File: config.mk
export PLATFORM = sky130hd
export DESIGN_NAME = lcd_line_arbiter
export DESIGN_NICKNAME = d
export VERILOG_FILES = /design/src/rtl/lcd_line_arbiter.sv
export SDC_FILE = /design/constraint.sdc
export NUM_CORES = 1
export LEC_CHECK = 0
export ABC_AREA = 1
export CORE_MARGIN = 10
export CORE_UTILIZATION = 49
export CTS_BUF_LIST = sky130_fd_sc_hd__clkbuf_4 sky130_fd_sc_hd__clkbuf_8
export DETAILED_ROUTE_END_ITERATION = 10
export GPL_TIMING_DRIVEN = 0
export HOLD_SLACK_MARGIN = 0.05
export PLACE_DENSITY = 0.77
export SLEW_MARGIN = 10
export SYNTH_ARGS = -nofsm -noshare
export SYNTH_HDL_FRONTEND = slang
export SYNTH_SLANG_ARGS = --single-unit
File: constraint.sdc
create_clock -name clk -period 1.55 [get_ports clk]
set_input_delay 0.31 -clock clk [delete_from_list [all_inputs] [get_ports clk]]
set_output_delay 0.31 -clock clk [all_outputs]
set_load 0.02 [all_outputs]
File: src/rtl/lcd_line_arbiter.sv
// ============================================================================
// lcd_line_arbiter
// ----------------------------------------------------------------------------
// Shares a 16x2 character LCD (HD44780-style 8-bit bus) between two line
// writers. After reset the block runs the LCD power-up command sequence once.
// It then grants whole-line writes (address command + 16 characters) to the
// two requesters in round-robin order and drives the LCD bus with a generated
// E strobe.
//
// Optional feature (compile-time macro):
//   LCD_ARB_CHAR_FILTER_EN - when defined, any fetched character byte outside
//                            0x20..0x7E is replaced by 0x20 (space) before it
//                            reaches LCD_DATA. Command bytes are never filtered.
//
// Parameters:
//   CLKS_PER_STEP - clock cycles per LCD bus write step (legal 3..15)
//   INIT_WAIT     - idle cycles after reset before the first command
//   CLEAR_WAIT    - idle cycles after the clear-display command
//
// Ports:
//   clk         in   system clock
//   resetn      in   synchronous reset, active HIGH despite the name
//   req[1:0]    in   bit i = requester i wants to write one full line
//   req_line    in   bit i = target line of requester i (0 = line 1)
//   char_data0  in   requester 0 character for position char_idx
//   char_data1  in   requester 1 character for position char_idx
//   gnt[1:0]    out  one-hot grant, held for the whole transfer
//   done[1:0]   out  one-cycle pulse when requester i's line is complete
//   char_idx    out  character position 0..15 being fetched
//   busy        out  high whenever the FSM is not in IDLE
//   LCD_E       out  LCD enable strobe
//   LCD_RS      out  0 = command, 1 = data
//   LCD_RW      out  tied to write
//   LCD_DATA    out  LCD data bus
//
// State table:
//   state        | meaning
//   -------------+------------------------------------------------------
//   ST_INIT_WAIT | power-up delay, INIT_WAIT cycles
//   ST_FSET      | command step 0x3C (function set, 8-bit, 2 lines)
//   ST_DISP      | command step 0x0C (display on, cursor off)
//   ST_ENTRY     | command step 0x06 (entry mode, increment)
//   ST_CLR       | command step 0x01 (clear display)
//   ST_CLR_WAIT  | clear execution delay, CLEAR_WAIT cycles
//   ST_IDLE      | waiting for a request, arbitration point
//   ST_ADDR      | command step 0x80 / 0xC0 (DDRAM address of the line)
//   ST_CHARS     | 16 data steps, one per character
//   ST_DONE      | one cycle, done pulse to the winner
// ============================================================================
module lcd_line_arbiter #(
    parameter int CLKS_PER_STEP = 4,
    parameter int INIT_WAIT     = 70,
    parameter int CLEAR_WAIT    = 200
) (
    input  logic       clk,
    input  logic       resetn,
    input  logic [1:0] req,
    input  logic [1:0] req_line,
    input  logic [7:0] char_data0,
    input  logic [7:0] char_data1,
    output logic [1:0] gnt,
    output logic [1:0] done,
    output logic [3:0] char_idx,
    output logic       busy,
    output logic       LCD_E,
    output logic       LCD_RS,
    output logic       LCD_RW,
    output logic [7:0] LCD_DATA
);

    // ------------------------------------------------------------------------
    // Constants
    // ------------------------------------------------------------------------
    localparam int WAIT_MAX = (INIT_WAIT > CLEAR_WAIT) ? INIT_WAIT : CLEAR_WAIT;
    localparam int WAIT_W   = $clog2(WAIT_MAX + 1);
    localparam int STEP_W   = 4;

    localparam logic [WAIT_W-1:0] INIT_LOAD  = WAIT_W'(INIT_WAIT - 1);
    localparam logic [WAIT_W-1:0] CLEAR_LOAD = WAIT_W'(CLEAR_WAIT - 1);

    // Step counter counts down from S-1 (step cycle 0) to 0 (step cycle S-1).
    localparam logic [STEP_W-1:0] STEP_LOAD   = STEP_W'(CLKS_PER_STEP - 1);
    // Value of the step counter during step cycle 1: character sample point.
    localparam logic [STEP_W-1:0] STEP_SAMPLE = STEP_W'(CLKS_PER_STEP - 2);

    localparam logic [7:0] CMD_FSET  = 8'h3C;
    localparam logic [7:0] CMD_DISP  = 8'h0C;
    localparam logic [7:0] CMD_ENTRY = 8'h06;
    localparam logic [7:0] CMD_CLR   = 8'h01;
    localparam logic [7:0] CMD_LINE1 = 8'h80;
    localparam logic [7:0] CMD_LINE2 = 8'hC0;

    typedef enum logic [3:0] {
        ST_INIT_WAIT,
        ST_FSET,
        ST_DISP,
        ST_ENTRY,
        ST_CLR,
        ST_CLR_WAIT,
        ST_IDLE,
        ST_ADDR,
        ST_CHARS,
        ST_DONE
    } state_t;

    // ------------------------------------------------------------------------
    // Registers
    // ------------------------------------------------------------------------
    state_t              r_state;
    logic [WAIT_W-1:0]   r_wait;
    logic [STEP_W-1:0]   r_step_left;
    logic                r_last;
    logic                r_win;
    logic [1:0]          r_gnt;
    logic [1:0]          r_done;
    logic [3:0]          r_char_idx;
    logic                r_busy;
    logic                r_lcd_e;
    logic                r_lcd_rs;
    logic [7:0]          r_lcd_data;

    // ------------------------------------------------------------------------
    // Combinational helpers
    // ------------------------------------------------------------------------
    logic       w_step_end;
    logic       w_pick;
    logic [7:0] w_char_raw;
    logic [7:0] w_char;

    assign w_step_end = (r_step_left == '0);

    // Round-robin: a lone requester wins; on a tie the one that was not
    // served last wins. For a lone requester, req[1] is its index.
    always_comb begin
        w_pick = req[1];
        if (req == 2'b11) begin
            w_pick = ~r_last;
        end
    end

    assign w_char_raw = r_win ? char_data1 : char_data0;

`ifdef LCD_ARB_CHAR_FILTER_EN
    // Non-printable bytes would show as garbage glyphs; substitute a space.
    assign w_char = ((w_char_raw < 8'h20) || (w_char_raw > 8'h7E)) ? 8'h20 : w_char_raw;
`else
    assign w_char = w_char_raw;
`endif

    // ------------------------------------------------------------------------
    // Sequencer / arbiter FSM
    // ------------------------------------------------------------------------
    always_ff @(posedge clk) begin
        if (resetn) begin
            r_state     <= ST_INIT_WAIT;
            r_wait      <= INIT_LOAD;
            r_step_left <= '0;
            r_last      <= 1'b1;
            r_win       <= 1'b0;
            r_gnt       <= 2'b00;
            r_done      <= 2'b00;
            r_char_idx  <= 4'd0;
            r_busy      <= 1'b1;
            r_lcd_e     <= 1'b0;
            r_lcd_rs    <= 1'b0;
            r_lcd_data  <= 8'h00;
        end else begin
            r_done <= 2'b00;

            // Generic step timing. E is raised for step cycles 1..S-2: when
            // moving into cycle c+1 the counter will read S-2-c, so E is high
            // for the next cycle exactly when the current counter is >= 2.
            // States that end a step override the counter reload below.
            if (w_step_end) begin
                r_lcd_e <= 1'b0;
            end else begin
                r_step_left <= r_step_left - STEP_W'(1);
                r_lcd_e     <= (r_step_left >= STEP_W'(2));
            end

            case (r_state)
                ST_INIT_WAIT: begin
                    if (r_wait == '0) begin
                        r_state     <= ST_FSET;
                        r_step_left <= STEP_LOAD;
                        r_lcd_rs    <= 1'b0;
                        r_lcd_data  <= CMD_FSET;
                    end else begin
                        r_wait <= r_wait - WAIT_W'(1);
                    end
                end

                ST_FSET: begin
                    if (w_step_end) begin
                        r_state     <= ST_DISP;
                        r_step_left <= STEP_LOAD;
                        r_lcd_data  <= CMD_DISP;
                    end
                end

                ST_DISP: begin
                    if (w_step_end) begin
                        r_state     <= ST_ENTRY;
                        r_step_left <= STEP_LOAD;
                        r_lcd_data  <= CMD_ENTRY;
                    end
                end

                ST_ENTRY: begin
                    if (w_step_end) begin
                        r_state     <= ST_CLR;
                        r_step_left <= STEP_LOAD;
                        r_lcd_data  <= CMD_CLR;
                    end
                end

                ST_CLR: begin
                    if (w_step_end) begin
                        r_state <= ST_CLR_WAIT;
                        r_wait  <= CLEAR_LOAD;
                    end
                end

                ST_CLR_WAIT: begin
                    if (r_wait == '0) begin
                        r_state <= ST_IDLE;
                        r_busy  <= 1'b0;
                    end else begin
                        r_wait <= r_wait - WAIT_W'(1);
                    end
                end

                ST_IDLE: begin
                    if (req != 2'b00) begin
                        r_state     <= ST_ADDR;
                        r_win       <= w_pick;
                        r_last      <= w_pick;
                        r_gnt       <= w_pick ? 2'b10 : 2'b01;
                        r_busy      <= 1'b1;
                        r_char_idx  <= 4'd0;
                        r_step_left <= STEP_LOAD;
                        r_lcd_rs    <= 1'b0;
                        // The target line is only needed for the address
                        // command, so capturing it here is the only use.
                        r_lcd_data  <= req_line[w_pick] ? CMD_LINE2 : CMD_LINE1;
                    end
                end

                ST_ADDR: begin
                    if (w_step_end) begin
                        // First data step keeps the address byte on the bus
                        // until the first character has been fetched.
                        r_state     <= ST_CHARS;
                        r_step_left <= STEP_LOAD;
                        r_lcd_rs    <= 1'b1;
                    end
                end

                ST_CHARS: begin
                    // Requester presents char_data one cycle after char_idx
                    // changes (registered ROM), so sample in step cycle 1.
                    if (r_step_left == STEP_SAMPLE) begin
                        r_lcd_data <= w_char;
                    end
                    if (w_step_end) begin
                        if (r_char_idx == 4'd15) begin
                            r_state <= ST_DONE;
                            r_done  <= r_win ? 2'b10 : 2'b01;
                        end else begin
                            r_char_idx  <= r_char_idx + 4'd1;
                            r_step_left <= STEP_LOAD;
                        end
                    end
                end

                ST_DONE: begin
                    r_state <= ST_IDLE;
                    r_gnt   <= 2'b00;
                    r_busy  <= 1'b0;
                end

                default: begin
                    r_state <= ST_INIT_WAIT;
                    r_wait  <= INIT_LOAD;
                    r_gnt   <= 2'b00;
                    r_busy  <= 1'b1;
                end
            endcase
        end
    end

    // ------------------------------------------------------------------------
    // Outputs
    // ------------------------------------------------------------------------
    assign gnt      = r_gnt;
    assign done     = r_done;
    assign char_idx = r_char_idx;
    assign busy     = r_busy;
    assign LCD_E    = r_lcd_e;
    assign LCD_RS   = r_lcd_rs;
    assign LCD_RW   = 1'b0;
    assign LCD_DATA = r_lcd_data;

endmodule

==> run summary, run 1 <==
Status: finished with violations
Failing checks: negative setup slack
First-pass GRT wire length: 11,700 um
Post-synthesis cell type count: 33
FFs w/ async S/R, synth: 0
R2R Setup Slk: -5 ps
Tmin final: 1560 ps
Post-synth top flop: dfxtp_1
Total CTS buffers: 5
# clock sinks: 37
Antenna violations before repair: 0
Synthesized area: 2290 sq um
Final setup viols: 2
Combinational power share: 0.696
Seq cells post-synth: 37
CTS tree: done
Relative slew slack: 0.546
MaxCap Viol Count: 0
Site Rows: 24
CTS Root Cell: clkbuf_8
CTS clk-pin slew, worst paths: 80 ps
Leakage: 0.00170 uW
Post-route clock period utilization: 1.00
Fin. Hold Viols: 0
CP Launch Type: flop
Gr usage total: 0.186
Psw: 3530 uW
VDD IR-drop max: 1.16 mV
Syn nets: 391
Clock network fraction of total power: 0.095
Design Area, Final: 3520 sq um
Final net count: 473
Setup crit end kind: flop
Die X: 88.3 um
Min-Delay Path Class: reg2reg
CTS max path bufs: 2
Critical Path RT: 1740 ps
Largest net degree at the start of global routing: 12
Drt via density: 5.52
Critical path class: reg2reg
Pwr dens: 2040 nW/um^2
Remaining DRCs: 0
Net Sw Frac: 0.491
Layout overhead on the synthesized area: 54.0%
Syn Inst Count: 364
Die Y-Extent: 88.3 um
Max Freq: 643 MHz
H-tree depth reported by CTS: 2
Vias in the first global route: 2,438
Post-synthesis sequential area ratio: 0.324
Inserted Diodes: 0
Routed WL: 8000 um
Area of the core: 4440 sq um
Io pins: 42
Initial DRT Pass Iterations: 6
Placed instance area: 2790 sq um
RSZ-0062 raised after global routing: yes
Worst-margin pin slew: 682 ps
Clk_lat worst skew: 290 ps
Register share of total power: 0.210
Worst Slack Setup Final: -5.04 ps
Max Slew Vio Count: 0
IO buf count: 40
Hpwl dp: 5140 um
Syn Area/Cell: 6.28 sq um
GRT overflow: 0
Util after Layout: 0.792
GPL Wtd Cong: 0.921
Via Count: 2,752
CTS Hold Buffers Added: 0
Crit path max fanout: 5
Ys Warns: 0
Drt first-iter violations: 195
Die area: 7800 sq um
Drt wl/cell: 16.0 um
Critical Path AT: 1740 ps
Pint: 3660 uW
Post-Route Skew: 10.0 ps
Share of cells above drive strength 1: 0.320
Final antenna-violating net count: 0
Post-synth EDFFs: 0
Starting Density: 0.514
==> synth_stat cells (5+ instances only) <==
cell | number | area [sq um]
nand2_1 | 90 | 338
nor2_1 | 67 | 251
dfxtp_1 | 37 | 741
inv_1 | 34 | 128
nand3_1 | 28 | 140
o21ai_0 | 21 | 105
a21oi_1 | 16 | 80.1
nand4_1 | 8 | 50.1
nor2_2 | 7 | 43.8
inv_2 | 6 | 22.5
nor3_1 | 6 | 30.0
ha_1 | 5 | 62.6
nand2_2 | 5 | 31.3
xor2_1 | 5 | 43.8
==> power by group through the flow <==
stage	logic [uW]	registers, uW	clock network [uW]
after detailed placement	3420	1450	0
after floorplan	2380	1570	0
after global placement	3380	1440	0
final	5000	1510	681
after CTS	3960	1460	686
after global routing	5430	1540	720
==> per-layer routing <==
layer | GRT usage | routed length (um) | vias up
met5 | 0 | 0 | -
met4 | 0.0455 | 155 | 0
met3 | 0.0377 | 522 | 21
met2 | 0.305 | 4050 | 117
met1 | 0.243 | 3270 | 1277
li1 | - | - | 1337
==> worst max-delay path: stages, from the launching register on <==
cell     delay (ps)
dfxtp_4         360
inv_4            60
ha_4            150
nand2_4          70
buf_6           150
nand3_2          60
nand2_2          60
nor2_4          150
buf_6           120
nand2_4          80
o21ai_1         140
nor2_1           50
==> cells in the final DEF (no fill, tap or decap), types with 5 or more instances in the layout <==
cell / instances
nand2_4: 10
clkbuf_8: 5
inv_1: 26
dfxtp_2: 5
dfxtp_1: 27
nor2_1: 50
clkdlybuf4s50_1: 24
xor2_1: 5
inv_2: 8
buf_6: 6
nor2_2: 10
nor2_4: 16
a21oi_1: 13
buf_4: 31
o21ai_0: 15
nand2_1: 73
nand3_2: 5
dfxtp_4: 5
nand4_1: 8
nand2_2: 12
dlygate4sd2_1: 12
nand3_1: 24
==> state kept, by name, summed over array words and instances (netlist names) <==
| signal | count |
|---|---|
| LCD_RS | 1 |
| char_idx | 4 |
| gnt | 2 |
| r_step_left | 4 |
| r_last | 1 |
| r_wait | 8 |
| LCD_DATA | 8 |
| r_state | 4 |
| busy | 1 |
| r_win | 1 |
| LCD_E | 1 |
| done | 2 |
==> logic make-up (layout without fill, tap and decap cells) <==
group,count (synthesis),count (layout),synth area share
flops,37,37,0.324
xor+xnor,7,7,0.0268
buf+inv,48,130,0.0859
simple gates,216,217,0.408
other cells,1,1,0.00164
compound gates,47,47,0.113
mux,3,3,0.0131
fa+ha+maj,5,5,0.0274
==> timing repair <==
| action | in CTS | in global routing |
|---|---|---|
| endpoints found under the setup margin | 42 | 36 |
| cloned | 1 | 1 |
| setup buffers | 12 | 21 |
| pin swaps | 11 | 32 |
| gates resized for setup | 63 | 82 |
==> worst paths after layout <==
| kind | end | depth (start not counted) | startpoint |
|---|---|---|---|
| worst max-delay path | LCD_DATA[0]$_SDFFE_PP0P_ | 11 | r_step_left[0]$_SDFF_PP0_ |
| worst min-delay path | gnt[0]$_SDFFE_PP0P_ | 2 | gnt[0]$_SDFFE_PP0P_ |
| worst max register to register | LCD_DATA[0]$_SDFFE_PP0P_ | 11 | r_step_left[0]$_SDFF_PP0_ |
| worst min register to register | gnt[0]$_SDFFE_PP0P_ | 2 | gnt[0]$_SDFFE_PP0P_ |
==> cell type report <==
class,count,area [sq um]
Buffer,8,61.3
Clock buffer,6,76.3
Clock inverter,2,10.0
Fill cell,297,925
Inverter,40,170
Multi-Input combinational cell,280,1710
Sequential cell,37,766
Tap cell,52,65.1
Timing Repair Buffer,74,666
==> per-stage QoR <==
stage	hold WS [ps]	cells	power (uW)	worst slack [ps]	setup TNS (ps)
finish	457	499	7190	-5.04	-9.60
global route	488	499	7690	-92.4	-1190
CTS	463	477	6110	-23.1	-29.8
detailed placement	443	456	4870	-321	-6700
global placement	440	456	4820	-334	-6280
floorplan	388	364	3960	1.78	0
Power figures use the tool's default switching activity.
==> inputs of run 2 (changes only) <==
--- a/config.mk
+++ b/config.mk
@@ -7,12 +7,12 @@
 export LEC_CHECK = 0
 export ABC_AREA = 1
 export CORE_MARGIN = 10
-export CORE_UTILIZATION = 49
+export CORE_UTILIZATION = 58
 export CTS_BUF_LIST = sky130_fd_sc_hd__clkbuf_4 sky130_fd_sc_hd__clkbuf_8
 export DETAILED_ROUTE_END_ITERATION = 10
 export GPL_TIMING_DRIVEN = 0
 export HOLD_SLACK_MARGIN = 0.05
-export PLACE_DENSITY = 0.77
+export PLACE_DENSITY = 0.86
 export SLEW_MARGIN = 10
 export SYNTH_ARGS = -nofsm -noshare
 export SYNTH_HDL_FRONTEND = slang
==> constraint.sdc (replaced) <==
create_clock -name clk -period 2 [get_ports clk]
set_input_delay 0.4 -clock clk [delete_from_list [all_inputs] [get_ports clk]]
set_output_delay 0.4 -clock clk [all_outputs]
set_load 0.02 [all_outputs]
==> run 2 against run 1 <==
Against the previous run: the run now ends clean; combinational power decreased by 48%; cell area decreased by 19%; count of clock-buffer cells in the layout unchanged; critical path type unchanged; via count decreased by 10%; die area decreased by 12%; flip-flop and latch count unchanged; first-iteration DRC count decreased by 8.7%; critical endpoint is now r_step_left[0]$_SDFF_PP0_; global-route usage increased by 0.29 points; critical path depth decreased by 2; wire length decreased by 21%; clock skew decreased by 7.0 ps; hold slack improved by 1.0 ps.
==> run summary, run 2 (synthesis results as in run 1) <==
Status: finished, final reports clean (was finished with violations)
Combinational power share: 0.618 (was 0.696)
Inserted Diodes: 0 (unchanged)
GRT overflow: 0 (unchanged)
Crit path cell chain: inv_1, ha_1, nand2_1, buf_6, ha_1, nor3_1, o21ai_0, nor2_1, a21oi_1 (was inv_4, ha_4, nand2_4, buf_6, nand3_2, nand2_2, nor2_4, buf_6, nand2_4, o21ai_1, nor2_1)
H-tree depth reported by CTS: 2 (unchanged)
IO buf count: 40 (unchanged)
RSZ-0062 raised after global routing: no (was yes)
Gr usage total: 0.189 (was 0.186)
R2R Path Start: r_step_left[0]$_SDFF_PP0_ (unchanged)
Routed WL: 6300 um (was 8000 um)
Relative slew slack: 0.547 (was 0.546)
CTS Hold Buffers Added: 0 (unchanged)
# clock sinks: 37 (unchanged)
Critical path class: reg2reg (unchanged)
Final antenna-violating net count: 0 (unchanged)
Most common cell after layout, fill and taps aside: nand2_1 (unchanged)
Met3 Usage GRT: 0.0431 (was 0.0377)
Crit path max fanout: 10 (was 5)
Psw: 2050 uW (was 3530 uW)
Fillers: 328 (was 297)
Io pins: 42 (unchanged)
Placed Cells: 452 (was 456)
Fin. Hold Viols: 0 (unchanged)
Max Slew Vio Count: 0 (unchanged)
Hpwl dp: 5020 um (was 5140 um)
Drt via density: 5.37 (was 5.52)
VDD IR-drop max: 0.869 mV (was 1.16 mV)
Leakage: 0.00133 uW (was 0.00170 uW)
Multi-input logic area: 1350 sq um (was 1710 sq um)
Total CTS buffers: 5 (unchanged)
Share of cells above drive strength 1: 0.0874 (was 0.320)
Clk_lat worst skew: 290 ps (about the same)
Grt peak-use layer: met2 (unchanged)
Remaining DRCs: 0 (unchanged)
Initial DRT Pass Iterations: 5 (was 6)
Min-Delay Path Class: reg2reg (unchanged)
CP Launch Type: flop (unchanged)
Pint: 2170 uW (was 3660 uW)
Drt first-iter violations: 178 (was 195)
FF/Latch Area: 741 sq um (was 766 sq um)
Tmin final: 1890 ps (was 1560 ps)
CTS Root Cell: clkbuf_8 (unchanged)
CTS tree: done (unchanged)
Crit path buf inv count: 2 (was 3)
Placed instance area: 2750 sq um (was 2790 sq um)
Net Sw Frac: 0.486 (was 0.491)
Die area: 6850 sq um (was 7800 sq um)
Register share of total power: 0.260 (was 0.210)
Die X: 82.8 um (was 88.3 um)
Largest net degree at the start of global routing: 12 (unchanged)
Final setup viols: 0 (was 2)
Antenna violations before repair: 0 (unchanged)
Max Freq: 530 MHz (was 643 MHz)
Critical Path End: r_step_left[0]$_SDFF_PP0_ (was LCD_DATA[0]$_SDFFE_PP0P_)
Die Y-Extent: 82.8 um (was 88.3 um)
Area of the core: 3740 sq um (was 4440 sq um)
Most used cell, CP: ha_1
Vias in the first global route: 2,197 (was 2,438)
Design Area, Final: 2840 sq um (was 3520 sq um)
Site Rows: 22 (was 24)
Critical Path AT: 2040 ps (was 1740 ps)
Met2 Use GR: 0.316 (was 0.305)
Critical path's largest stage delay: 370 ps (was 360 ps)
Via Count: 2,472 (was 2,752)
Worst-path cell with the longest stage delay: dfxtp_1 (was dfxtp_4)
First-pass GRT wire length: 10,200 um (was 11,700 um)
Pwr dens: 1490 nW/um^2 (was 2040 nW/um^2)
Met1 usage: 0.234 (was 0.243)
Worst r2r path cells: 9 (was 11)
Worst-margin pin slew: 672 ps (was 682 ps)
Layout overhead on the synthesized area: 24.3% (was 54.0%)
Post-route clock period utilization: 0.943 (was 1.00)
Starting Density: 0.611 (was 0.514)
GPL Wtd Cong: 0.980 (was 0.921)
Util after Layout: 0.759 (was 0.792)
Origin of the worst setup path: r_step_left[0]$_SDFF_PP0_ (unchanged)
Final Non-Filler Cells: 460 (was 499)
Clock network fraction of total power: 0.122 (was 0.095)
Setup crit end kind: flop (unchanged)
CTS clk-pin slew, worst paths: 70 ps (was 80 ps)
Post-Route Skew: 2.99 ps (was 10.0 ps)
R2R Setup Slk: 110 ps (was -5 ps)
FF-to-FF End: r_step_left[0]$_SDFF_PP0_ (was LCD_DATA[0]$_SDFFE_PP0P_)
CP Depth: 9 (was 11)
MaxCap Viol Count: 0 (unchanged)
CTS max path bufs: 2 (unchanged)
Critical Path RT: 2150 ps (was 1740 ps)
Commonest non-fill, non-tap cells in the layout: 90 x nand2_1, 66 x nor2_1, 40 x clkdlybuf4s50_1 (was 73 x nand2_1, 50 x nor2_1, 31 x buf_4)
Final net count: 438 (was 473)
Drt wl/cell: 13.7 um (was 16.0 um)
Delay-heaviest family, CP: adder cells (was simple AND/OR/NAND/NOR gates)
run 2: cell types whose count changed in the layout (fill, tap and decap cells not counted), moves of 12 or more:
cell             before  now
buf_4                31    2
clkdlybuf4s50_1      24   40
dlygate4sd2_1        12    0
nand2_1              73   90
nor2_1               50   66
nor2_4               16    2
run 2: power groups by stage:
stage,clock network (uW),logic [uW],registers [uW]
final,513,2610,1100
after CTS,524,2560,1100
after floorplan,0,1760,1210
after global routing,547,2950,1130
after global placement,0,2500,1100
after detailed placement,0,2550,1110
run 2: per-layer routing:
metal,vias to the layer above,share of wire
li1,1263,-
met1,1109,0.44
met2,92,0.46
met3,8,0.080
met4,0,0.013
met5,-,0
run 2: worst min path at each step:
stage                             start             endpoint  slack [ps]  depth (start not counted)
global placement    gnt[0]$_SDFFE_PP0P_  gnt[0]$_SDFFE_PP0P_         440                          2
finish              r_last$_SDFFE_PP1P_  r_last$_SDFFE_PP1P_         460                          2
global route        gnt[0]$_SDFFE_PP0P_  gnt[0]$_SDFFE_PP0P_         490                          2
CTS                 r_last$_SDFFE_PP1P_  r_last$_SDFFE_PP1P_         460                          2
detailed placement  r_last$_SDFFE_PP1P_  r_last$_SDFFE_PP1P_         440                          2
floorplan           r_last$_SDFFE_PP1P_  r_last$_SDFFE_PP1P_         420                          2
run 2: cell type report:
class	instances	area share
Buffer	8	0.0185
Clock buffer	6	0.0269
Clock inverter	2	0.00352
Inverter	40	0.0528
Multi-Input combinational cell	279	0.476
Sequential cell	37	0.261
Tap cell	48	0.0211
Timing Repair Buffer	40	0.141
run 2: worst min-delay path, cell delays in order, from the launching register on:
cell and delay [ps]:
dfxtp_1 330, nand2_1 50, nand3_1 50
run 2: what timing repair did:
item / 4_1_cts / 5_1_grt
endpoints found under the setup margin: 0 / 4
gates resized for setup: 0 / 4
setup buffers: 0 / 0
run 2: through the flow:
step	total power (uW)	setup TNS [ps]	setup WS (ps)	hold WS, ps
6_report	4220	0	113	458
3_5_place_dp	3670	-128	-89.0	443
5_1_grt	4620	0	15.4	487
3_3_place_gp	3600	-11.8	-5.99	436
2_1_floorplan	2980	0	328	424
4_1_cts	4180	0	47.4	462
==> inputs of run 3 (changes only) <==
--- a/config.mk
+++ b/config.mk
@@ -6,13 +6,15 @@
 export NUM_CORES = 1
 export LEC_CHECK = 0
 export ABC_AREA = 1
+export CELL_PAD_IN_SITES_DETAIL_PLACEMENT = 1
+export CELL_PAD_IN_SITES_GLOBAL_PLACEMENT = 2
 export CORE_MARGIN = 10
-export CORE_UTILIZATION = 58
+export CORE_UTILIZATION = 31
 export CTS_BUF_LIST = sky130_fd_sc_hd__clkbuf_4 sky130_fd_sc_hd__clkbuf_8
 export DETAILED_ROUTE_END_ITERATION = 10
 export GPL_TIMING_DRIVEN = 0
 export HOLD_SLACK_MARGIN = 0.05
-export PLACE_DENSITY = 0.86
+export PLACE_DENSITY = 0.87
 export SLEW_MARGIN = 10
 export SYNTH_ARGS = -nofsm -noshare
 export SYNTH_HDL_FRONTEND = slang
==> run 3 against run 2 <==
Against the previous run: non-clock buffer count unchanged; register-to-register slack improved by 60 ps; first-iteration DRC count is 64% lower; critical path depth increased by 1.
==> run summary, run 3 (synthesis results as in run 1) <==
Status: finished, final reports clean (unchanged)
Placed Cells: 503 (was 452)
Area of the core: 7210 sq um (was 3740 sq um)
Layout overhead on the synthesized area: 26.7% (was 24.3%)
Worst r2r path cells: 10 (was 9)
Worst-path cell with the longest stage delay: nor2_1 (was dfxtp_1)
Die Y-Extent: 106 um (was 82.8 um)
Relative slew slack: 0.485 (was 0.547)
Final net count: 438 (unchanged)
CP Launch Type: flop (unchanged)
Initial DRT Pass Iterations: 4 (was 5)
Pint: 2160 uW (was 2170 uW)
Most used cell, CP: nand2_1 (was ha_1)
Critical path's largest stage delay: 320 ps (was 370 ps)
Final setup viols: 0 (unchanged)
Delay-heaviest family, CP: simple AND/OR/NAND/NOR gates (was adder cells)
Post-Route Setup TNS: 0 ps (unchanged)
Placed instance area: 2810 sq um (was 2750 sq um)
R2R Setup Slk: 170 ps (was 110 ps)
Min-Delay Path Class: reg2reg (unchanged)
Hold EP: r_last$_SDFFE_PP1P_ (unchanged)
IO buf count: 40 (unchanged)
Setup crit end kind: flop (unchanged)
Crit path buf inv count: 2 (unchanged)
CTS max path bufs: 2 (unchanged)
Post-Route Skew: 8.83 ps (was 2.99 ps)
Max Freq: 547 MHz (was 530 MHz)
Pwr dens: 1480 nW/um^2 (was 1490 nW/um^2)
Antenna violations before repair: 0 (unchanged)
Clock network fraction of total power: 0.116 (was 0.122)
Tmin final: 1830 ps (was 1890 ps)
GRT overflow: 0 (unchanged)
Share of cells above drive strength 1: 0.0854 (was 0.0874)
Worst-margin pin slew: 764 ps (was 672 ps)
Routed WL: 7390 um (was 6300 um)
Io pins: 42 (unchanged)
WHS Path Cells: 2 (unchanged)
R2R Path Start: r_wait[0]$_SDFFE_PP1P_ (was r_step_left[0]$_SDFF_PP0_)
Drt wl/cell: 14.5 um (was 13.7 um)
Commonest non-fill, non-tap cells in the layout: 89 x nand2_1, 67 x nor2_1, 40 x clkdlybuf4s50_1 (was 90 x nand2_1, 66 x nor2_1, 40 x clkdlybuf4s50_1)
GPL Wtd Cong: 0.879 (was 0.980)
FF-to-FF End: LCD_DATA[6]$_SDFFE_PP0P_ (was r_step_left[0]$_SDFF_PP0_)
Inserted Diodes: 0 (unchanged)
CTS clk-pin slew, worst paths: 70 ps (about the same)
VDD IR-drop max: 0.620 mV (was 0.869 mV)
Site Rows: 31 (was 22)
Post-route clock period utilization: 0.915 (was 0.943)
Crit path max fanout: 10 (unchanged)
Largest net degree at the start of global routing: 11 (was 12)
Postcts setup bufs: 0 (unchanged)
Total CTS buffers: 5 (unchanged)
Final antenna-violating net count: 0 (unchanged)
Clk_lat worst skew: 290 ps (about the same)
Critical Path RT: 2190 ps (was 2150 ps)
Register share of total power: 0.259 (was 0.260)
Max Slew Vio Count: 0 (unchanged)
Vias in the first global route: 2,484 (was 2,197)
Via Count: 2,470 (was 2,472)
Die X: 106 um (was 82.8 um)
CTS Root Cell: clkbuf_8 (unchanged)
Hold path startpoint: r_last$_SDFFE_PP1P_ (unchanged)
Final Non-Filler Cells: 509 (was 460)
CTS tree: done (unchanged)
H-tree depth reported by CTS: 2 (unchanged)
Most common cell after layout, fill and taps aside: nand2_1 (unchanged)
Resize count post-CTS: 0 (unchanged)
# clock sinks: 37 (unchanged)
Crit path cell chain: inv_1, ha_1, nand2_1, nor2_1, o21a_1, nand2_2, inv_2, nand2_1, nand2_1, nor2_1 (was inv_1, ha_1, nand2_1, buf_6, ha_1, nor3_1, o21ai_0, nor2_1, a21oi_1)
Gr usage total: 0.133 (was 0.189)
Drt via density: 4.85 (was 5.37)
MaxCap Viol Count: 0 (unchanged)
Combinational power share: 0.625 (was 0.618)
First-pass GRT wire length: 12,500 um (was 10,200 um)
Die area: 11,200 sq um (was 6850 sq um)
Critical path class: reg2reg (unchanged)
CTS Hold Buffers Added: 0 (unchanged)
Starting Density: 0.317 (was 0.611)
Hpwl dp: 5940 um (was 5020 um)
Critical Path AT: 2020 ps (was 2040 ps)
Net Sw Frac: 0.496 (was 0.486)
Drt first-iter violations: 64 (was 178)
Psw: 2120 uW (was 2050 uW)
Leakage: 0.00132 uW (was 0.00133 uW)
Design Area, Final: 2900 sq um (was 2840 sq um)
CP Depth: 10 (was 9)
Remaining DRCs: 0 (unchanged)
Fin. Hold Viols: 0 (unchanged)
run 3: power groups by stage:
stage | combinational [uW] | sequential (uW) | clock, uW
2_1_floorplan | 1760 | 1210 | 0
3_3_place_gp | 2590 | 1110 | 0
3_5_place_dp | 2630 | 1120 | 0
4_1_cts | 2650 | 1110 | 529
5_1_grt | 3050 | 1130 | 554
6_report | 2670 | 1110 | 496
run 3: stage by stage:
step	hold slack, ps	util	total power (uW)	setup WS [ps]
detailed placement	439	0.390	3760	-117
finish	458	0.401	4270	171
CTS	460	0.400	4280	73.9
global placement	439	0.390	3710	-97.8
global route	491	0.401	4740	-0.918
floorplan	424	-	2980	328
run 3: final cells by class:
type | count | area, sq um
fill | 988 | 4320
multi-input combinational | 279 | 1360
sequential | 37 | 741
timing repair buffer | 40 | 400
inverter | 40 | 150
tap | 99 | 124
clock buffer | 5 | 68.8
buffer | 8 | 52.6
clock inverter | 1 | 5.00
run 3: worst max path at each step:
| stage | start | end | slack, ps |
|---|---|---|---|
| global placement | req[1] | r_step_left[3]$_SDFF_PP0_ | -100 |
| detailed placement | req[1] | r_step_left[2]$_SDFF_PP0_ | -120 |
| finish | r_wait[0]$_SDFFE_PP1P_ | LCD_DATA[6]$_SDFFE_PP0P_ | 170 |
| global route | r_state[1]$_SDFFE_PP0P_ | LCD_DATA[6]$_SDFFE_PP0P_ | -0.9 |
| CTS | r_step_left[0]$_SDFF_PP0_ | r_step_left[0]$_SDFF_PP0_ | 70 |
| floorplan | r_step_left[0]$_SDFF_PP0_ | r_step_left[0]$_SDFF_PP0_ | 330 |
run 3: per-layer routing:
metal	up-vias	part of all wire	GRT usage
li1	1260	-	-
met1	1167	0.49	0.172
met2	34	0.47	0.219
met3	9	0.027	0.0244
met4	0	0.012	0.0397
met5	-	0	0
run 3: worst reg2reg max path: cells and delay by family, from the launching register on:
kind	cells	cell delay [ps]
buffers and inverters	2	270
adders and majority gates	1	220
AOI/OAI and AO/OA	1	200
DFF	1	310
and+or+nand+nor	6	740
==> patch 1 (config.mk and constraints of run 2) <==
Add a define of `LCD_ARB_CHAR_FILTER_EN`.
--- a/src/rtl/lcd_line_arbiter.sv
+++ b/src/rtl/lcd_line_arbiter.sv
@@ -47,6 +47,8 @@
 //   ST_CHARS     | 16 data steps, one per character
 //   ST_DONE      | one cycle, done pulse to the winner
 // ============================================================================
+`define LCD_ARB_CHAR_FILTER_EN
+
 module lcd_line_arbiter #(
     parameter int CLKS_PER_STEP = 4,
     parameter int INIT_WAIT     = 70,
Check against the original RTL: same outputs for any inputs over 10 cycles, from zero or initial values and one cycle with resetn high; that may be too few to reach the edited logic, so the function may still have changed.
==> patch 1 against run 2 <==
  * Clock power up 32%
  * Routed wire length grew 4.0%
  * Via count up 3.4%
  * Sequential cell count did not move
  * Power increased by 1.8%
  * Critical path depth rose by 2
  * Combinational power shrank 2%
  * Worst hold slack gained 0.0082 ns
  * Worst setup slack better by 0.048 ns
  * Cell area is 5.0% higher
  * Synthesized area is 5.0% higher
==> patch 1: results (changes against run 2) <==
Post-Syn Nets - 411 (was 391)
routed vias/inst - 5.30 (was 5.37)
status - complete, no violations (unchanged)
H-Tree Depth - 2 (unchanged)
Antenna Cells - 0 (unchanged)
worst reg-to-reg path cell count - 11 (was 9)
PortBufs - 40 (unchanged)
DR pass1 iterations - 6 (was 5)
# Post-CTS Setup Buffers - 0 (unchanged)
Mapped Cells - 384 (was 364)
top cells by instance count after synthesis - 120 x nand2_1, 56 x nor2_1, 37 x dfxtp_1, 37 x inv_1, 32 x nand3_1 (was 90 x nand2_1, 67 x nor2_1, 37 x dfxtp_1)
vias in the first global route - 2,334 (was 2,197)
yosys warns - 0 (unchanged)
routed length per instance - 13.6 µm (was 13.7 µm)
Peak VDD IR - 988 µV (was 869 µV)
initial DRC count - 206 (was 178)
FF-to-FF End - r_step_left[0] (unchanged)
cell class contributing the biggest share of worst-path delay - simple AND/OR/NAND/NOR gates (was adder cells)
placed cells - 474 (was 452)
clock-pin slew on the worst setup and hold paths - 0.08 ns
HP Start - LCD_DATA[7] (was r_last)
synth top area cells - dfxtp_1 31%, nand2_1 19%, nor2_1 8.8% (was dfxtp_1 32%, nand2_1 15%, nor2_1 11%)
Tot GR Track Use - 0.179 (was 0.189)
WP data arrival - 2.04 ns (about the same)
layout cell share with drive strength beyond 1 - 0.113 (was 0.0874)
RD Place Congestion - 0.934 (was 0.980)
clk buf depth - 2 (unchanged)
# fillers - 331 (was 328)
leakage - 1.41 nW (was 1.33 nW)
worst hold path depth - 2 (unchanged)
Final #Nets - 458 (was 438)
Skew-Pair Late Insertion Delay - 0.30 ns
global-route wire length before repair - 10,800 µm (was 10,200 µm)
post-synthesis sequential area ratio - 0.309 (was 0.324)
Hold Path Class - reg -> reg (unchanged)
crit path max fanout - 10 (unchanged)
Netlist cell types - 38 (was 33)
post-DP HPWL - 4930 µm (was 5020 µm)
largest net degree at the start of global routing - 14 (was 12)
CP Buf/Inv Count - 3 (was 2)
antenna violations before repair - 0 (unchanged)
Clock Skews - 0.00672 ns (was 0.00299 ns)
slowest CP cell - dfxtp_1 (unchanged)
drt total wl - 6550 µm (was 6300 µm)
Worst R2R Start - r_step_left[1] (was r_step_left[0])
r2r setup slk - 0.16 ns (was 0.11 ns)
CTS buffer count - 5 (unchanged)
max incr delay on CP - 0.34 ns (was 0.37 ns)
Slew HR - 0.627 (was 0.547)
worst hold endpoint - LCD_DATA[7] (was r_last)
Post-synth ARST share - 0 (unchanged)
Root Driver - clkbuf_8 (unchanged)
==> patch 1: cells by family after synthesis <==
logic type,count (synthesis),synth area share
buffers and inverters,55,0.0965
AND/OR/NAND/NOR,242,0.459
flip-flops,37,0.309
adder cells (fa/ha/maj),5,0.0261
XOR/XNOR,4,0.0146
other,1,0.00156
AO/OA/AOI/OAI,40,0.0933
==> patch 1: what timing repair did <==
item,in CTS,in global routing
hold buffers,0,0
setup endpoints to repair,0,2
gates resized for setup,0,3
endpoints found under the hold margin,0,0
==> patch 1: how the worst max path moves through the flow <==
stage | cells after the start | start | slack, ns | end
after floorplan | 11 | r_step_left[0] | 0.36 | r_step_left[0]
after global placement | 6 | req[1] | 0.12 | r_step_left[2]
after detailed placement | 6 | req[1] | 0.11 | r_step_left[2]
after CTS | 11 | r_step_left[0] | 0.13 | r_step_left[0]
after global routing | 11 | r_step_left[1] | 0.02 | r_step_left[0]
final | 11 | r_step_left[1] | 0.16 | r_step_left[0]
==> patch 1: final cells by class <==
class	instances	area, µm²	share of cell area
inverters	47	179	0.0600
clock inverters	3	46.3	0.0155
well taps	50	62.6	0.0210
plain buffers	8	55.1	0.0185
repair buffers	40	400	0.134
multi-input cells	292	1430	0.479
clock buffers	5	68.8	0.0231
flip-flops and latches	37	741	0.248
==> patch 1: per-layer routing <==
layer,vias to the layer above,wire [µm],GRT usage
li1,1313,-,-
met1,1141,3000,0.226
met2,90,2990,0.293
met3,12,460,0.0454
met4,0,93,0.0487
met5,-,0,0
==> patch 1: where the power goes <==
group / internal (mW) / leakage, nW / switching, mW
logic: 0.921 / 1.05 / 1.63
registers: 0.936 / 0.303 / 0.139
clock network: 0.373 / 0.0543 / 0.302
==> patch 1: per-stage QoR <==
stage / hold WS [ns] / util / instance area [µm²] / setup WS [ns]
finish: 0.466 / 0.746 / 2980 / 0.161
global route: 0.507 / 0.746 / 2980 / 0.0205
CTS: 0.470 / 0.744 / 2980 / 0.133
detailed placement: 0.451 / 0.716 / 2860 / 0.113
global placement: 0.440 / 0.716 / 2860 / 0.125
floorplan: 0.424 / - / 2400 / 0.359
==> patch 1: worst min-delay path: stages, from the launching register on <==
cell     delay [ns]
dfxtp_1        0.32
nand2_1        0.06
a21oi_1        0.05
==> patch 2 (config.mk and constraints of run 2) <==
Without the edit above. The 10 states of `state_t` get a Gray code encoding in 4 bits.
--- a/src/rtl/lcd_line_arbiter.sv
+++ b/src/rtl/lcd_line_arbiter.sv
@@ -91,16 +91,16 @@
     localparam logic [7:0] CMD_LINE2 = 8'hC0;
 
     typedef enum logic [3:0] {
-        ST_INIT_WAIT,
-        ST_FSET,
-        ST_DISP,
-        ST_ENTRY,
-        ST_CLR,
-        ST_CLR_WAIT,
-        ST_IDLE,
-        ST_ADDR,
-        ST_CHARS,
-        ST_DONE
+        ST_INIT_WAIT = 4'b0000,
+        ST_FSET      = 4'b0001,
+        ST_DISP      = 4'b0011,
+        ST_ENTRY     = 4'b0010,
+        ST_CLR       = 4'b0110,
+        ST_CLR_WAIT  = 4'b0111,
+        ST_IDLE      = 4'b0101,
+        ST_ADDR      = 4'b0100,
+        ST_CHARS     = 4'b1100,
+        ST_DONE      = 4'b1101
     } state_t;
 
     // ------------------------------------------------------------------------
Formal check against the unedited RTL: no difference found for any inputs over 10 cycles, from zero or initial values and one cycle with resetn high; not proved beyond that.
==> patch 2 against run 2 <==
  * Clock power rose by 2%
  * Routed wire length increased by 1.7%
  * Worst hold slack got worse by 0.011 ns
  * Synthesized area up 2.6%
  * Power down 9.4%
  * Worst setup slack improved by 0.026 ns
  * Cell count up 2.2%
  * Die area rose by 1.9%
  * Cell area is 2.0% higher
  * Sequential share of layout area down 0.43 points
  * Synthesized cell count up 2.2%
  * Sequential cell count unchanged
==> patch 2: results (changes against run 2) <==
fraction of area in registers - 0.256 (was 0.261)
cell class contributing the biggest share of worst-path delay - simple AND/OR/NAND/NOR gates (was adder cells)
post-synthesis mux area share - 0 (was 0.0131)
Seq cells - 37 (unchanged)
DR pass1 iterations - 6 (was 5)
fraction of area in multi-input gates - 0.489 (was 0.476)
Synth Area in Adders - 0.0320 (was 0.0274)
status - complete, no violations (unchanged)
area fraction of clock buffers and clock inverters - 0.0298 (was 0.0304)
Clk pwr share - 0.137 (was 0.122)
worst reg-to-reg path cell count - 11 (was 9)
Netlist cell types - 35 (was 33)
# fillers - 326 (was 328)
Synth Area in XOR/XNOR - 0.0187 (was 0.0268)
routed length per instance - 13.6 µm (was 13.7 µm)
compound-cell area share of the yosys netlist - 0.0998 (was 0.113)
M2 GR Usage - 0.307 (was 0.316)
vias in the first global route - 2,350 (was 2,197)
HP Start - LCD_RS (was r_last)
crit path max fanout - 9 (was 10)
Worst R2R Start - r_state[1] (was r_step_left[0])
Setup WS pre-CTS - 0.0471 ns (was -0.0890 ns)
Metal-1 WL - 2770 µm (was 2790 µm)
r2r setup slk - 0.14 ns (was 0.11 ns)
RD Place Congestion - 0.976 (was 0.980)
global-route wire length before repair - 10,800 µm (was 10,200 µm)
worst hold endpoint - LCD_RS (was r_last)
Clock Skews - 0.00321 ns (was 0.00299 ns)
Post-Syn Nets - 400 (was 391)
FF-to-FF End - r_state[0] (was r_step_left[0])
leakage - 1.37 nW (was 1.33 nW)
GR Layer Usage met3 - 0.0469 (was 0.0431)
Sw Share - 0.480 (was 0.486)
post-DP HPWL - 4890 µm (was 5020 µm)
## patch 2: cell count changes after synthesis, sizes merged, moves of 2 or more
cell / delta
nand3: +8
xor2: -2
nor2: -9
nand4: -3
o21ai: -9
a21oi: +7
mux2i: -3
clkinv: +2
inv: -5
o21bai: -2
nor3: -2
nand2: +27
## patch 2: metrics by stage
step | utilization | instance area (µm²) | cells | power [mW] | hold WS, ns
final | 0.735 | 2900 | 470 | 3.83 | 0.447
after global routing | 0.735 | 2900 | 470 | 4.18 | 0.478
after CTS | 0.734 | 2890 | 470 | 3.80 | 0.447
after detailed placement | 0.712 | 2810 | 462 | 3.27 | 0.436
after global placement | 0.712 | 2810 | 462 | 3.22 | 0.434
after floorplan | - | 2340 | 372 | 2.70 | 0.429
## patch 2: timing repair
action,in CTS,in global routing
setup endpoints to repair,0,12
setup buffers,0,0
hold buffers,0,0
gates resized for setup,0,3
